===== src/rtl/id_ex_issue_if.sv =====
// ID/EX issue bus: decode-side inputs and registered ALU operands/controls.
interface id_ex_issue_if #(
   parameter int n  = 64,
   parameter int CW = 32
);
   logic          Stall;
   logic          Flush;
   logic          InValid;
   logic [31:0]   Instruction;
   logic [n-1:0]  RegA;
   logic [n-1:0]  RegB;
   logic [n-1:0]  BusA;
   logic [n-1:0]  BusB;
   logic [3:0]    ALUCtrl;
   logic          ExValid;
   logic          RegWrite;
   logic          MemRead;
   logic          MemWrite;
   logic [4:0]    Rd;
   logic          Illegal;
   logic [CW-1:0] IssueCount;

   // Issue stage: consumes decode inputs, drives the EX-stage operands.
   modport master (
      input  Stall, Flush, InValid, Instruction, RegA, RegB,
      output BusA, BusB, ALUCtrl, ExValid, RegWrite, MemRead, MemWrite,
             Rd, Illegal, IssueCount
   );

   // Upstream/downstream side: drives decode inputs, observes the issue outputs.
   modport slave (
      output Stall, Flush, InValid, Instruction, RegA, RegB,
      input  BusA, BusB, ALUCtrl, ExValid, RegWrite, MemRead, MemWrite,
             Rd, Illegal, IssueCount
   );
endinterface


===== src/rtl/id_ex_issue.sv =====
// ID/EX pipeline register with LEGv8 ALU-control decode, stall/flush and an
// issued-instruction counter.
module id_ex_issue #(
   parameter int n  = 64,
   parameter int CW = 32
) (
   input logic          CLK,
   input logic          Reset,
   id_ex_issue_if.master bus
);

   typedef struct packed {
      logic [n-1:0] bus_a;
      logic [n-1:0] bus_b;
      logic [3:0]   alu_ctrl;
      logic         ex_valid;
      logic         reg_write;
      logic         mem_read;
      logic         mem_write;
      logic [4:0]   rd;
      logic         illegal;
   } ex_t;

   ex_t           dec;
   ex_t           ex_d, ex_q;
   logic [CW-1:0] cnt_d, cnt_q;
   logic [10:0]   opcode;

   assign opcode = bus.Instruction[31:21];

   // Decode the incoming instruction into a candidate EX-stage entry.
   always_comb begin
      // NOTE: default every field first so no path leaves a signal unassigned (no latch).
      dec          = '0;
      dec.bus_a    = bus.RegA;
      dec.rd       = bus.Instruction[4:0];
      dec.ex_valid = 1'b1;
      casez (opcode)
         11'b10001011000: begin  // ADD
            dec.alu_ctrl  = 4'b0010;
            dec.bus_b     = bus.RegB;
            dec.reg_write = 1'b1;
         end
         11'b11001011000: begin  // SUB
            dec.alu_ctrl  = 4'b0110;
            dec.bus_b     = bus.RegB;
            dec.reg_write = 1'b1;
         end
         11'b10001010000: begin  // AND
            dec.alu_ctrl  = 4'b0000;
            dec.bus_b     = bus.RegB;
            dec.reg_write = 1'b1;
         end
         11'b10101010000: begin  // ORR
            dec.alu_ctrl  = 4'b0001;
            dec.bus_b     = bus.RegB;
            dec.reg_write = 1'b1;
         end
         11'b1001000100?: begin  // ADDI
            dec.alu_ctrl  = 4'b0010;
            dec.bus_b     = {{(n-12){1'b0}}, bus.Instruction[21:10]};
            dec.reg_write = 1'b1;
         end
         11'b1101000100?: begin  // SUBI
            dec.alu_ctrl  = 4'b0110;
            dec.bus_b     = {{(n-12){1'b0}}, bus.Instruction[21:10]};
            dec.reg_write = 1'b1;
         end
         11'b11111000010: begin  // LDUR: address = Rn + signed imm9
            dec.alu_ctrl  = 4'b0010;
            dec.bus_b     = {{(n-9){bus.Instruction[20]}}, bus.Instruction[20:12]};
            dec.mem_read  = 1'b1;
            dec.reg_write = 1'b1;
         end
         11'b11111000000: begin  // STUR
            dec.alu_ctrl  = 4'b0010;
            dec.bus_b     = {{(n-9){bus.Instruction[20]}}, bus.Instruction[20:12]};
            dec.mem_write = 1'b1;
         end
         11'b10110100???: begin  // CBZ: ALU passes Rt through for the zero test
            dec.alu_ctrl  = 4'b0111;
            dec.bus_b     = bus.RegB;
         end
         11'b110100101??: begin  // MOVZ: hw shift is applied by the ALU, not here
            dec.alu_ctrl  = {2'b11, bus.Instruction[22:21]};
            dec.bus_a     = '0;
            dec.bus_b     = {{(n-16){1'b0}}, bus.Instruction[20:5]};
            dec.reg_write = 1'b1;
         end
         default: begin
            dec         = '0;
            dec.illegal = 1'b1;
         end
      endcase
   end

   // Select next register contents: flush beats stall, stall beats load.
   always_comb begin
      ex_d  = ex_q;
      cnt_d = cnt_q;
      if (bus.Flush) begin
         ex_d = '0;
      end else if (!bus.Stall) begin
         if (bus.InValid) begin
            ex_d = dec;
            if (dec.ex_valid) cnt_d = cnt_q + 1'b1;
         end else begin
            ex_d = '0;
         end
      end
   end

   // Pipeline register and issue counter, cleared asynchronously.
   always_ff @(posedge CLK or posedge Reset) begin
      // NOTE: sequential state uses non-blocking assignments so all flops update together.
      if (Reset) begin
         ex_q  <= '0;
         cnt_q <= '0;
      end else begin
         ex_q  <= ex_d;
         cnt_q <= cnt_d;
      end
   end

   assign bus.BusA       = ex_q.bus_a;
   assign bus.BusB       = ex_q.bus_b;
   assign bus.ALUCtrl    = ex_q.alu_ctrl;
   assign bus.ExValid    = ex_q.ex_valid;
   assign bus.RegWrite   = ex_q.reg_write;
   assign bus.MemRead    = ex_q.mem_read;
   assign bus.MemWrite   = ex_q.mem_write;
   assign bus.Rd         = ex_q.rd;
   assign bus.Illegal    = ex_q.illegal;
   assign bus.IssueCount = cnt_q;

endmodule


===== src/flat_wrapper.sv =====
// flat-port wrapper written by rule: the top's interface ports become plain ports
module id_ex_issue_flat 
#(
   parameter int n  = 64,
   parameter int CW = 32
)
  (CLK, Reset, bus_Stall, bus_Flush, bus_InValid, bus_Instruction, bus_RegA, bus_RegB, bus_BusA, bus_BusB, bus_ALUCtrl, bus_ExValid, bus_RegWrite, bus_MemRead, bus_MemWrite, bus_Rd, bus_Illegal, bus_IssueCount);
  id_ex_issue_if #(.n(n), .CW(CW)) bus_i ();
  input logic CLK;
  input logic Reset;
  input wire logic [$bits(bus_i.Stall)-1:0] bus_Stall;
  input wire logic [$bits(bus_i.Flush)-1:0] bus_Flush;
  input wire logic [$bits(bus_i.InValid)-1:0] bus_InValid;
  input wire logic [$bits(bus_i.Instruction)-1:0] bus_Instruction;
  input wire logic [$bits(bus_i.RegA)-1:0] bus_RegA;
  input wire logic [$bits(bus_i.RegB)-1:0] bus_RegB;
  output wire logic [$bits(bus_i.BusA)-1:0] bus_BusA;
  output wire logic [$bits(bus_i.BusB)-1:0] bus_BusB;
  output wire logic [$bits(bus_i.ALUCtrl)-1:0] bus_ALUCtrl;
  output wire logic [$bits(bus_i.ExValid)-1:0] bus_ExValid;
  output wire logic [$bits(bus_i.RegWrite)-1:0] bus_RegWrite;
  output wire logic [$bits(bus_i.MemRead)-1:0] bus_MemRead;
  output wire logic [$bits(bus_i.MemWrite)-1:0] bus_MemWrite;
  output wire logic [$bits(bus_i.Rd)-1:0] bus_Rd;
  output wire logic [$bits(bus_i.Illegal)-1:0] bus_Illegal;
  output wire logic [$bits(bus_i.IssueCount)-1:0] bus_IssueCount;
  assign bus_i.Stall = bus_Stall;
  assign bus_i.Flush = bus_Flush;
  assign bus_i.InValid = bus_InValid;
  assign bus_i.Instruction = bus_Instruction;
  assign bus_i.RegA = bus_RegA;
  assign bus_i.RegB = bus_RegB;
  assign bus_BusA = bus_i.BusA;
  assign bus_BusB = bus_i.BusB;
  assign bus_ALUCtrl = bus_i.ALUCtrl;
  assign bus_ExValid = bus_i.ExValid;
  assign bus_RegWrite = bus_i.RegWrite;
  assign bus_MemRead = bus_i.MemRead;
  assign bus_MemWrite = bus_i.MemWrite;
  assign bus_Rd = bus_i.Rd;
  assign bus_Illegal = bus_i.Illegal;
  assign bus_IssueCount = bus_i.IssueCount;
  id_ex_issue #(.n(n), .CW(CW)) u_core (.CLK(CLK), .Reset(Reset), .bus(bus_i));
endmodule

===== config.mk =====
export PLATFORM = sky130hd
export DESIGN_NAME = id_ex_issue_flat
export DESIGN_NICKNAME = d
export VERILOG_FILES = /design/src/rtl/id_ex_issue_if.sv /design/src/rtl/id_ex_issue.sv /design/src/flat_wrapper.sv
export SDC_FILE = /design/constraint.sdc
export NUM_CORES = 1
export LEC_CHECK = 0
export BUFFER_PORTS_ARGS = -buffer_cell sky130_fd_sc_hd__buf_4
export CORE_AREA = 4 4 130 132
export CTS_CLUSTER_SIZE = 20
export DETAILED_ROUTE_END_ITERATION = 10
export DIE_AREA = 0 0 134 136
export GPL_TIMING_DRIVEN = 0
export MAX_ROUTING_LAYER = met4
export PLACE_DENSITY = 0.83
export SETUP_SLACK_MARGIN = 0.2
export SLEW_MARGIN = 20
export SYNTH_ARGS = -nofsm -noshare
export SYNTH_HDL_FRONTEND = slang
export SYNTH_SLANG_ARGS = --single-unit
export TNS_END_PERCENT = 100

===== constraint.sdc =====
create_clock -name CLK -period 14.7 [get_ports CLK]
set_clock_uncertainty 0.2 [all_clocks]
set_input_delay 0.735 -clock CLK [delete_from_list [all_inputs] [get_ports CLK]]
set_output_delay 0.735 -clock CLK [all_outputs]
set_load 0.005 [all_outputs]

Word-level counts from Yosys, hierarchy flattened
Cells that the tools add are included.
Word-level totals
  logic and storage cells: 39
  register bits: 174
  output and inout port bits: 174
Cells by class
  bitwise gates (word level): 2
  mux-type cells: 10
  reductions and logical operators: 5
  eq/ne operators: 11
  add/sub/neg operators: 1
Operator list (number)
  68-bit case mux with 9 select lines: 1
  142-bit two-way mux: 3
  11-bit == test, second input constant: 6
  64-bit two-way mux: 1
  32-bit by 1-bit adder with 32-bit output, second input constant: 1
  10-bit == test, second input constant: 2
  10-bit OR reduction: 1
  9-bit == test, second input constant: 1
  9-bit OR reduction: 1
  8-bit == test, second input constant: 1
  8-bit OR reduction: 1
  6-bit two-way mux: 1
  1-bit two-way mux: 4
  4-bit AND reduction: 1
  2-bit by 1-bit != test with 1-bit output, second input constant: 1
  1-bit inverter: 2
  2-bit OR reduction: 1

Longest topological paths before layout
Gate-level depths: netlist (run 1).
  depth after elaboration: 6
  gate-level depth with buffers: 8
  depth with buffers taken out: 6

Least setup slack after synthesis (run 1)
Ideal clock, no wire load.
  path type: input to register
  from: input port bus_Instruction[21]
  to: register u_core.cnt_q[1], in the netlist u_core.bus.IssueCount[1]
  library setup time: 0.125 ns
  setup slack: 11.861 ns
  data arrival time: 2.515 ns
  stages on the path: 7
  cell sequence: or4b_4 -> or3_1 -> buf_2 -> and4_4 -> buf_6 -> nor2_4 -> mux2_2
On the way
  longest elaborated chain between the ends: 4
  elaborated cells between the ends (all ways): 9
  classes of those cells: eq/ne: 6; mux: 1; reduce/logical: 2
Ends and longest elaborated chain
  start, declared: RTL line flat_wrapper.sv:14  | input wire logic [$bits(bus_i.Instruction)-1:0] bus_Instruction;
  11-bit == test: RTL line id_ex_issue.sv:38  | casez (opcode)
  10-bit OR reduction (no source line) *
  1-bit two-way mux *: RTL line id_ex_issue.sv:38
  4-bit AND reduction (no source line) *
  end signal, assigned: RTL line id_ex_issue.sv:121  | cnt_q <= cnt_d;
  end, declared: RTL line id_ex_issue.sv:26  | logic [CW-1:0] cnt_d, cnt_q;
Every way passes the cells marked *; elsewhere a longest branch is shown, timed or not.
A chain may end at the register's enable or synchronous reset.

Worst setup path after layout (run 1)
  from: input port bus_Instruction[21]
  to: register u_core.ex_q (netlist bit u_core.bus.BusB[56])
On the way
  longest elaborated chain between the ends: 6
  elaborated cells between the ends (all ways): 11
  classes of those cells: eq/ne: 6; mux: 4; reduce/logical: 1
Ends and longest elaborated chain
  11-bit == test: RTL line id_ex_issue.sv:38
  2-bit OR reduction (no source line)
  68-bit case mux with 9 select lines *: RTL line id_ex_issue.sv:38
  142-bit two-way mux *: RTL line id_ex_issue.sv:104  | if (bus.InValid) begin
  142-bit two-way mux *: RTL line id_ex_issue.sv:103  | end else if (!bus.Stall) begin
  142-bit two-way mux *: RTL line id_ex_issue.sv:101  | if (bus.Flush) begin
  end signal, assigned: RTL line id_ex_issue.sv:117  | ex_q <= '0;
  end signal, assigned: RTL line id_ex_issue.sv:120  | ex_q <= ex_d;
  end, declared: RTL line id_ex_issue.sv:25  | ex_t ex_d, ex_q;
Every way passes the cells marked *; elsewhere a longest branch is shown, timed or not. The select of a mux whose other input is x is not followed.

==> impl_metrics.py, run 1 <==
metrics = {
    "outcome": {
        "status": "completed",
    },
    "detailed_routing": {
        "wl_per_cell_um": 20.6,
        "postRouteAntennaNets": 0,
        "num_vias": 6952,
        "via_per_inst": 5.58,
        "drc": 0,
        "wirelength_mm": 25.7,
        "drtPass1Iterations": 7,
        "drt_iter0_drc": 495,
    },
    "clock_network": {
        "h-tree-depth": 4,
        "cts.path.max_buffers": 2,
        "cts.sinks": 174,
        "cts_root_buffer": "clkbuf_16",
        "cts_buffers": 17,
        "ctsResizeCount": 0,
        "clk_pin_slew_ns": 0.07,
        "cts_tree": "yes",
        "holdBufCountCts": 0,
        "clock_latency_ns": 0.43,
        "post_cts_buffers": 0,
    },
    "setup_path": {
        "path_class": "in2reg",
        "cpLargestDelayFamily": "simple AND/OR/NAND/NOR gates",
        "cp_slowest_cell": "or4b_4",
        "crit_chain": "buf_4, or4b_4, nor3_1, and2_1, clkbuf_1, clkbuf_1, a21oi_1, o21ai_0",
        "crit_arrival_ns": 3.01,
        "slowest_delay_ns": 0.55,
        "critPathLaunchType": "input port",
        "required_ns": 14.83,
        "reg2regPathDepth": 7,
        "critical_path_depth": 8,
        "cpMostUsedCell": "clkbuf_1",
        "cp_num_buf_inv": 3,
        "crit_path_max_fanout": 10,
        "cp-end-kind": "flip-flop",
    },
    "pwr": {
        "leakage_nw": 5.38,
        "vdd_drop_max_mv": 0.0698,
        "power.density_nw_per_um2": 94.9,
    },
    "timing": {
        "worst_pin_slew_ns": 0.726,
        "finalHoldViolations": 0,
        "drv_slew": 0,
        "timing.setup.tns_ns": 0,
        "finalSetupViolations": 0,
        "timing.final.crit_share": 0.196,
        "fin_crit_ns": 2.88,
        "rsz0062_at_grt": "no",
        "clock.fmax_ghz": 0.347,
        "relSlewSlack": 0.514,
    },
    "floorplanning": {
        "die_w_um": 134,
        "chipHeight_um": 136,
        "die_area_um2": 18200,
        "io-pin-count": 339,
        "rows": 46,
        "initial_core_util": 0.468,
        "core_area_um2": 15700,
    },
    "place": {
        "globalplace.congestion": 0.885,
        "dp_hpwl_mm": 19.6,
        "place_area_um2": 10200,
        "io_buffers": 338,
    },
    "logic_synthesis": {
        "yosysTopAreaCell": "dfrtp_1",
        "synth_warnings": 0,
        "synth.area.top_cells": "dfrtp_1 59%, a22o_1 8.5%, nand2_1 4.2%",
        "avgSynthCellArea_um2": 11.2,
        "netlist.area_leader.share": 0.592,
        "synth-seq-cells": 174,
        "ys_types": 53,
        "synthCells": 658,
        "seq_area_frac_synth": 0.592,
        "synth.cell_area_um2": 7350,
        "synth_nets": 824,
    },
    "grt": {
        "grtUsageTotal": 0.288,
        "grt_max_degree": 101,
        "grt_pass1_vias": 7093,
        "grt_pass1_wl_mm": 39.3,
        "globalRouteOverflowTotal": 0,
        "grt_antenna_before_repair": 1,
    },
    "cells_and_area": {
        "final_common_cell": "buf_4",
        "area_growth_pct": 47.5,
        "nFillCells": 1210,
        "drive_gt1_frac": 0.397,
        "fin_area_um2": 10800,
        "num-nets-final": 1182,
        "final_cell_mix": "338 x buf_4, 174 x dfrtp_1, 82 x nand2_1",
    },
    "hold_path": {
        "hp-class": "in2async",
    },
    "job": {
        "cap_violations": 0,
    },
}
-- metal layers --
metal | GRT usage | vias to the layer above | part of all wire
met5 | - | - | 0
met4 | 0.114 | 0 | 0.034
met3 | 0.0877 | 62 | 0.090
met2 | 0.477 | 370 | 0.51
met1 | 0.330 | 3370 | 0.37
li1 | - | 3150 | -
-- power breakdown --
part	internal, W	total, W	switching (W)	leakage, nW
Combinational	0.0000325	0.0000636	0.0000310	2.64
Sequential	0.000479	0.000480	0.000000750	2.43
Clock	0.000286	0.000486	0.000200	0.312
Total	0.000798	0.00103	0.000232	5.38
-- cell usage after synthesis (all sizes together) --
cell     number
and4          5
nor4b         3
a222oi       12
nor3b         3
nor3          9
o31ai         2
ha            1
nor4          4
or4bb         1
o21ai        65
o21bai        2
clkbuf       31
nor2b         2
o211ai        1
nand4b        1
and2          3
and3b         1
inv           3
a211oi        1
nand2        83
a21boi        8
mux2          1
nor2          5
mux2i         1
nand3        14
a22oi         5
and3         10
or4b          2
or3           1
o31a          1
nand4        17
or3b          2
dfrtp       174
o21a          1
a221oi        4
a22o         71
nand4bb       1
xnor2        24
buf          22
xor2          7
a21oi        52
a211o         1
nand3b        1
-- registers in the layout (all words and copies together) (netlist names) --
signal                 cells
u_core.bus.ALUCtrl         4
u_core.bus.BusA           64
u_core.bus.BusB           64
u_core.bus.ExValid         1
u_core.bus.Illegal         1
u_core.bus.IssueCount     32
u_core.bus.MemRead         1
u_core.bus.MemWrite        1
u_core.bus.Rd              5
u_core.bus.RegWrite        1
-- path summary, 6_finish.rpt --
path                                                         endpoint  slack [ns]                            startpoint
worst max-delay path                  u_core.bus.BusB[56]$_DFFE_PP0P_       11.82                   bus_Instruction[21]
worst min-delay path                  u_core.bus.BusB[55]$_DFFE_PP0P_        0.19                                 Reset
worst max register to register  u_core.bus.IssueCount[30]$_DFFE_PP0P_       12.28  u_core.bus.IssueCount[0]$_DFFE_PP0P_
worst min register to register        u_core.bus.BusB[20]$_DFFE_PP0P_        0.28       u_core.bus.BusB[20]$_DFFE_PP0P_
max in group asynchronous       u_core.bus.IssueCount[25]$_DFFE_PP0P_       13.30                                 Reset
min in group CLK                      u_core.bus.BusB[20]$_DFFE_PP0P_        0.28       u_core.bus.BusB[20]$_DFFE_PP0P_
-- metrics by stage --
stage	hold slack [ns]	power [W]	cells	utilization	setup slack, ns
finish	0.193	0.00103	1246	0.690	11.82
global placement	0.262	0.000551	1212	0.647	7.09
floorplan	0.265	0.000506	658	-	9.05
CTS	0.255	0.00104	1245	0.690	11.85
global route	0.254	0.00106	1246	0.690	11.70
detailed placement	0.271	0.000553	1213	0.649	11.44
-- logic make-up after synthesis --
| group | count (synthesis) | share of synthesized area |
|---|---|---|
| adders and majority gates | 1 | 0.00170 |
| AOI/OAI and AO/OA | 226 | 0.208 |
| buffers and inverters | 56 | 0.0339 |
| DFF | 174 | 0.592 |
| muxes | 2 | 0.00289 |
| xor gates and xnor gates | 31 | 0.0369 |
| and+or+nand+nor | 168 | 0.124 |
-- worst reg2reg max path: cells and delay by family (launching register included) --
| family | cells | cell delay, ns |
|---|---|---|
| buffers and inverters | 1 | 0.26 |
| xor gates and xnor gates | 1 | 0.17 |
| DFF | 1 | 0.48 |
| and+or+nand+nor | 4 | 1.00 |
| adders and majority gates | 1 | 0.23 |
-- layout make-up --
| cell class | count | area, um2 | area share |
|---|---|---|---|
| Antenna cell | 1 | 2.50 | 0.000231 |
| Buffer | 53 | 238 | 0.0219 |
| Clock buffer | 20 | 467 | 0.0430 |
| Clock inverter | 12 | 173 | 0.0159 |
| Inverter | 3 | 18.8 | 0.00173 |
| Multi-Input combinational cell | 428 | 2760 | 0.254 |
| Sequential cell | 174 | 4350 | 0.401 |
| Tap cell | 216 | 270 | 0.0249 |
| Timing Repair Buffer | 339 | 2560 | 0.236 |
Note: power is estimated with default switching activity, not from simulation.
==> run 2: changes to the inputs <==
--- a/config.mk
+++ b/config.mk
@@ -5,14 +5,15 @@
 export SDC_FILE = /design/constraint.sdc
 export NUM_CORES = 1
 export LEC_CHECK = 0
+export ABC_AREA = 1
 export BUFFER_PORTS_ARGS = -buffer_cell sky130_fd_sc_hd__buf_4
-export CORE_AREA = 4 4 130 132
+export CORE_MARGIN = 4
+export CORE_UTILIZATION = 45
 export CTS_CLUSTER_SIZE = 20
 export DETAILED_ROUTE_END_ITERATION = 10
-export DIE_AREA = 0 0 134 136
 export GPL_TIMING_DRIVEN = 0
 export MAX_ROUTING_LAYER = met4
-export PLACE_DENSITY = 0.83
+export PLACE_DENSITY = 0.8
 export SETUP_SLACK_MARGIN = 0.2
 export SLEW_MARGIN = 20
 export SYNTH_ARGS = -nofsm -noshare
==> constraint.sdc (replaced) <==
create_clock -name CLK -period 2.4 [get_ports CLK]
set_clock_uncertainty 0.2 [all_clocks]
set_input_delay 0.12 -clock CLK [delete_from_list [all_inputs] [get_ports CLK]]
set_output_delay 0.12 -clock CLK [all_outputs]
set_load 0.005 [all_outputs]
==> run 2 against run 1 <==
First-iteration DRC count grew 89%. Worst setup slack got worse by 12 ns. Utilization up 3.6 points. Via count increased by 55%. Sequential cell count did not move. Count of clock-buffer cells in the layout decreased by 3. Critical path depth down 1. Highest routed layer unchanged.
==> impl_metrics.py, run 2 <==
metrics = {
    "timing": {
        "clock.fmax_ghz": 0.474,
        "finalHoldViolations": 0,
        "drv_slew": 0,
        "finalSetupViolations": 0,
        "relSlewSlack": 0.436,
        "fin_crit_ns": 2.11,
        "timing.final.crit_share": 0.879,
        "rsz0062_at_grt": "no",
        "fin_ws_ns": 0.291,
        "timing.setup.tns_ns": 0,
        "worst_pin_slew_ns": 0.842,
    },
    "outcome": {
        "status": "completed",
    },
    "clock_network": {
        "h-tree-depth": 4,
        "cts_tree": "yes",
        "cts_buffers": 17,
        "post_cts_buffers": 0,
        "cts.sinks": 174,
        "clk_pin_slew_ns": 0.07,
        "cts.path.max_buffers": 2,
        "clock_latency_ns": 0.42,
        "cts_root_buffer": "clkbuf_16",
    },
    "cells_and_area": {
        "num-nets-final": 1939,
        "final_common_cell": "nand2_1",
        "area_growth_pct": 58.5,
        "regArea_um2": 4350,
        "multi_input_area_um2": 4050,
        "drive_gt1_frac": 0.240,
        "nFillCells": 1433,
        "final_cell_mix": "606 x nand2_1, 354 x buf_4, 174 x dfrtp_1",
    },
    "hold_path": {
        "hp-class": "in2reg",
    },
    "detailed_routing": {
        "wirelength_mm": 36.3,
        "drt_iter0_drc": 935,
        "postRouteAntennaNets": 0,
        "via_per_inst": 5.26,
        "drtPass1Iterations": 6,
        "wl_per_cell_um": 17.7,
        "num_vias": 10800,
        "drc": 0,
    },
    "logic_synthesis": {
        "seq_area_frac_synth": 0.486,
        "synth-seq-cells": 174,
        "synth_warnings": 0,
        "async_flop_share": 1.00,
        "synth_edf_count": 0,
        "synthXorXnorAreaFrac": 0.00685,
        "ys_types": 27,
        "avgSynthCellArea_um2": 7.18,
        "synthFlopType": "dfrtp_1",
        "synth.area.top_cells": "dfrtp_1 49%, nand2_1 25%, nand3_1 4.9%",
        "synthCells": 1247,
        "netlist.area_leader.share": 0.486,
        "synthAdderAreaFrac": 0.00140,
        "synth_top_family_by_area": "simple AND/OR/NAND/NOR gates",
        "synth_nets": 1413,
        "synth.cell_area_um2": 8950,
        "synth_compound_area_frac": 0.0458,
        "yosysTopAreaCell": "dfrtp_1",
        "synth_mux_area_frac": 0,
        "synth.most_common_cell": "nand2_1",
        "synth-simple-area-share": 0.397,
        "yosys-top-cells-count": "606 x nand2_1, 174 x dfrtp_1, 97 x nor2_1",
    },
    "setup_path": {
        "critPathLaunchType": "input port",
        "required_ns": 2.55,
        "cp_num_buf_inv": 4,
        "cp-end-kind": "flip-flop",
        "crit_path_max_fanout": 10,
        "path_class": "in2reg",
        "cp_slowest_cell": "dlygate4sd3_1",
        "crit_arrival_ns": 2.26,
        "slowest_delay_ns": 0.56,
        "cpLargestDelayFamily": "buffers and inverters",
        "crit_chain": "buf_4, dlygate4sd3_1, nor3_2, buf_2, buf_1, nand3_1, nand2_1",
    },
    "floorplanning": {
        "core_area_um2": 19500,
        "chipHeight_um": 149,
        "initial_core_util": 0.459,
        "die_area_um2": 22200,
        "rows": 51,
        "die_w_um": 149,
        "io-pin-count": 339,
    },
    "place": {
        "globalplace.congestion": 0.913,
        "io_buffers": 337,
        "post-place-ws_ns": -0.0447,
        "dp_hpwl_mm": 24.7,
    },
    "grt": {
        "grtUsageTotal": 0.330,
        "grt_max_degree": 33,
        "globalRouteOverflowTotal": 0,
        "grt_pass1_vias": 10800,
        "grt_antenna_before_repair": 1,
        "grt_pass1_wl_mm": 56.6,
    },
    "pwr": {
        "power.density_nw_per_um2": 447,
        "vdd_drop_max_mv": 0.470,
        "leakage_nw": 8.01,
    },
    "job": {
        "cap_violations": 0,
    },
}
==> run 2: cell count changes after synthesis, moves of 47 or more <==
cell / change
nor2_1: +93
a21oi_1: -47
inv_1: +52
a22o_1: -71
nand2_1: +524
nand3_1: +74
==> run 2: worst paths after layout <==
path | startpoint | cells past startpoint | slack [ns] | end
worst max-delay path | bus_Flush | 7 | 0.29 | u_core.bus.BusA[22]$_DFFE_PP0P_
worst min-delay path | bus_Instruction[27] | 5 | 0.03 | u_core.bus.MemRead$_DFFE_PP0P_
worst max register to register | u_core.bus.IssueCount[0]$_DFFE_PP0P_ | 8 | 0.37 | u_core.bus.IssueCount[24]$_DFFE_PP0P_
worst min register to register | u_core.bus.BusA[50]$_DFFE_PP0P_ | 2 | 0.28 | u_core.bus.BusA[50]$_DFFE_PP0P_
max in group asynchronous | Reset | 5 | 1.05 | u_core.bus.BusB[41]$_DFFE_PP0P_
min in group asynchronous | Reset | 3 | 0.13 | u_core.bus.BusA[50]$_DFFE_PP0P_
==> run 2: routing by layer <==
metal / GRT usage / vias up / share of wire
met5: - / - / 0
met4: 0.144 / 0 / 0.042
met3: 0.0699 / 120 / 0.088
met2: 0.547 / 622 / 0.49
met1: 0.389 / 5065 / 0.38
li1: - / 4996 / -
==> run 2: per-stage QoR <==
stage          utilization  cell area (um2)  power [W]  instances  hold WS [ns]
2_1_floorplan            -             8960    0.00315       1247        0.0296
3_5_place_dp         0.612            12000    0.00346       1855        0.0299
4_1_cts              0.726            14200    0.00636       2051        0.0248
3_3_place_gp         0.605            11800    0.00343       1849         0.116
6_report             0.727            14200    0.00635       2052        0.0271
5_1_grt              0.727            14200    0.00655       2052        0.0590
==> run 2: cell type report <==
cell class                      instances  share of cell area
Sequential cell                       174               0.307
Tap cell                              265              0.0234
Clock inverter                         15              0.0108
Multi-Input combinational cell        949               0.285
Inverter                               58              0.0156
Buffer                                 66              0.0248
Clock buffer                           17              0.0300
Antenna cell                            1            0.000176
Timing Repair Buffer                  507               0.303
==> run 2: cell families (layout without fill, tap and decap cells) <==
group,count (synthesis),in the layout
and+or+nand+nor,859,859
DFF,174,174
buffers and inverters,124,663
other,0,1
AOI/OAI and AO/OA,82,82
adders and majority gates,1,1
xor gates and xnor gates,7,7
==> run 2: timing repair <==
| action | CTS | global route |
|---|---|---|
| resized for setup | 0 | 8 |
| setup endpoints to repair | 0 | 22 |
| hold buffers | 164 | 0 |
| endpoints found under the hold margin | 248 | 0 |
==> run 2: report_power, final <==
part	switching, W	internal, W	leakage (nW)
combinational	0.000299	0.000379	5.31
sequential	0.00000346	0.00293	2.43
clock	0.00135	0.00138	0.271
total	0.00165	0.00470	8.01
==> run 2: worst min-delay path, stage by stage <==
cell and delay, ns:
buf_4 0.12, nand2_1 0.09, nor2_1 0.06, nand3_1 0.13, o21ai_0 0.08
==> run 3: changes to the inputs <==
--- a/config.mk
+++ b/config.mk
@@ -7,13 +7,13 @@
 export LEC_CHECK = 0
 export ABC_AREA = 1
 export BUFFER_PORTS_ARGS = -buffer_cell sky130_fd_sc_hd__buf_4
-export CORE_MARGIN = 4
-export CORE_UTILIZATION = 45
+export CORE_MARGIN = 10
+export CORE_UTILIZATION = 50
 export CTS_CLUSTER_SIZE = 20
 export DETAILED_ROUTE_END_ITERATION = 10
 export GPL_TIMING_DRIVEN = 0
 export MAX_ROUTING_LAYER = met4
-export PLACE_DENSITY = 0.8
+export PLACE_DENSITY = 0.84
 export SETUP_SLACK_MARGIN = 0.2
 export SLEW_MARGIN = 20
 export SYNTH_ARGS = -nofsm -noshare
==> constraint.sdc (replaced) <==
create_clock -name CLK -period 1.95 [get_ports CLK]
set_clock_uncertainty 0.2 [all_clocks]
set_input_delay 0.0975 -clock CLK [delete_from_list [all_inputs] [get_ports CLK]]
set_output_delay 0.0975 -clock CLK [all_outputs]
set_load 0.005 [all_outputs]
==> run 3 against run 2 <==
The run now ends with hold timing left. Sequential share of layout area decreased by 0.66 points. First-iteration DRC count is 21% higher. Non-clock buffer count grew 23. Largest power group is now clock. Die area is 6.5% higher. Register-to-register slack worse by 0.18 ns. Cell area up 2.7%. Power up 28%. Worst setup slack lost 0.13 ns. Global-route usage rose by 1.1 points. Highest routed layer unchanged. Critical path type unchanged. Utilization increased by 11 points. Critical path depth is 2 higher. Routed wire length up 13%.
==> impl_metrics.py, run 3 (same netlist as run 2, synthesis figures left out) <==
metrics = {
    "timing": {
        "timing.final.crit_share": 0.919,
        "fin_ws_ns": 0.157,
        "relSlewSlack": 0.586,
        "worst_pin_slew_ns": 0.621,
        "timing.setup.tns_ns": 0,
        "fin_crit_ns": 1.79,
        "clock.fmax_ghz": 0.558,
        "finalSetupViolations": 0,
        "hold_slack_ns": -0.0369,
        "drv_slew": 0,
        "rsz0062_at_grt": "yes",
        "finalHoldViolations": 3,
    },
    "clock_network": {
        "clk_pin_slew_ns": 0.07,
        "h-tree-depth": 4,
        "cts_root_buffer": "clkbuf_16",
        "clock_latency_ns": 0.43,
        "cts_buffers": 17,
        "cts_tree": "yes",
        "cts.path.max_buffers": 2,
        "cts.sinks": 174,
        "holdBufCountCts": 167,
    },
    "detailed_routing": {
        "wl_per_cell_um": 20.1,
        "via_per_inst": 5.55,
        "wirelength_mm": 41.1,
        "drt_iter0_drc": 1135,
        "drc": 0,
        "num_vias": 11300,
        "postRouteAntennaNets": 0,
        "drtPass1Iterations": 8,
    },
    "cells_and_area": {
        "final_cell_mix": "596 x nand2_1, 372 x buf_4, 167 x dlygate4sd3_1",
        "multi_input_area_um2": 4230,
        "final_common_cell": "nand2_1",
        "instances_no_fill": 2040,
        "finish.utilization": 0.837,
        "area_growth_pct": 62.8,
        "drive_gt1_frac": 0.279,
        "regArea_um2": 4380,
        "nFillCells": 1010,
        "num-nets-final": 1962,
    },
    "floorplanning": {
        "die_w_um": 154,
        "initial_core_util": 0.514,
        "core_area_um2": 17400,
        "io-pin-count": 339,
        "die_area_um2": 23700,
        "chipHeight_um": 154,
        "rows": 48,
    },
    "setup_path": {
        "required_ns": 2.08,
        "crit_path_max_fanout": 3,
        "r2r_slack_ns": 0.19,
        "path_class": "in2reg",
        "reg2regPathDepth": 8,
        "cpMostUsedCell": "nand2_1",
        "cp-end-kind": "flip-flop",
        "cp_slowest_cell": "dlygate4sd3_1",
        "critPathLaunchType": "input port",
        "crit_chain": "dlygate4sd3_1, buf_4, inv_2, o21ai_1, nor2_1, nand2_1, dlygate4sd3_1, nand2_1, nand2_1",
        "slowest_delay_ns": 0.59,
        "crit_arrival_ns": 1.92,
    },
    "hold_path": {
        "hp-class": "in2reg",
        "min_path_cells": 4,
    },
    "pwr": {
        "leakage_nw": 8.08,
        "power.density_nw_per_um2": 558,
        "vdd_drop_max_mv": 0.666,
    },
    "place": {
        "placedCellCount": 1815,
        "dp_hpwl_mm": 26.9,
        "post-place-ws_ns": -0.354,
        "globalplace.congestion": 0.943,
        "io_buffers": 337,
    },
    "outcome": {
        "status": "complete, but fails checks",
        "violations": "hold timing",
    },
    "grt": {
        "grt_pass1_wl_mm": 62.8,
        "grt_antenna_before_repair": 6,
        "grtUsageTotal": 0.340,
        "globalRouteOverflowTotal": 0,
        "grt_pass1_vias": 11600,
        "grt_max_degree": 35,
    },
    "job": {
        "cap_violations": 0,
    },
}
run 3: changes by cell type in the layout (fill, tap and decap cells not counted), sizes merged:
| cell | change |
|---|---|
| inv | -3 |
| buf | +22 |
| clkinv | -4 |
| dlygate4sd3 | +3 |
| diode | +5 |
| clkbuf | +2 |
| bufinv | +3 |
run 3: power by group:
part / internal (W) / switching (W) / total (W)
Sequential: 0.00361 / 0.00000618 / 0.00362
Combinational: 0.000484 / 0.000396 / 0.000881
Clock: 0.00207 / 0.00156 / 0.00363
Total: 0.00617 / 0.00196 / 0.00813
run 3: critical path: cells and delay by family:
kind	cells	cell delay (ns)
simple gates	4	0.40
compound gates	1	0.09
buf+inv	4	1.34
run 3: per-layer routing:
| layer | up-vias | track usage | wire, um |
|---|---|---|---|
| met4 | 0 | 0.186 | 2090 |
| met1 | 5333 | 0.375 | 15000 |
| met3 | 171 | 0.0901 | 4000 |
| li1 | 5047 | - | - |
| met5 | - | - | 0 |
| met2 | 767 | 0.554 | 20000 |
run 3: timing repair:
item | CTS | global route
resized for setup | 13 | 69
hold endpoints to repair | 259 | 1
pin swaps | 0 | 12
setup endpoints to repair | 76 | 155
buffers inserted | 4 | 16
run 3: worst paths after layout:
path	startpoint	endpoint
worst max-delay path	bus_Instruction[17]	u_core.bus.BusB[7]$_DFFE_PP0P_
worst min-delay path	bus_Stall	u_core.bus.ExValid$_DFFE_PP0P_
worst max register to register	u_core.bus.IssueCount[5]$_DFFE_PP0P_	u_core.bus.IssueCount[10]$_DFFE_PP0P_
worst min register to register	u_core.bus.BusB[52]$_DFFE_PP0P_	u_core.bus.BusB[52]$_DFFE_PP0P_
max in group asynchronous	Reset	u_core.bus.IssueCount[25]$_DFFE_PP0P_
min in group asynchronous	Reset	u_core.bus.BusA[62]$_DFFE_PP0P_
run 3: area by class of cell:
type,count,area share
timing repair buffer,530,0.308
clock buffer,21,0.0309
clock inverter,11,0.0106
antenna,6,0.00103
tap,225,0.0193
multi-input combinational,949,0.290
buffer,66,0.0244
inverter,58,0.0156
sequential,174,0.300
run 3: metrics by stage:
stage	power, W	area [um2]
finish	0.00813	14600
global route	0.00831	14600
CTS	0.00807	14200
detailed placement	0.00426	11900
global placement	0.00422	11800
floorplan	0.00387	8960
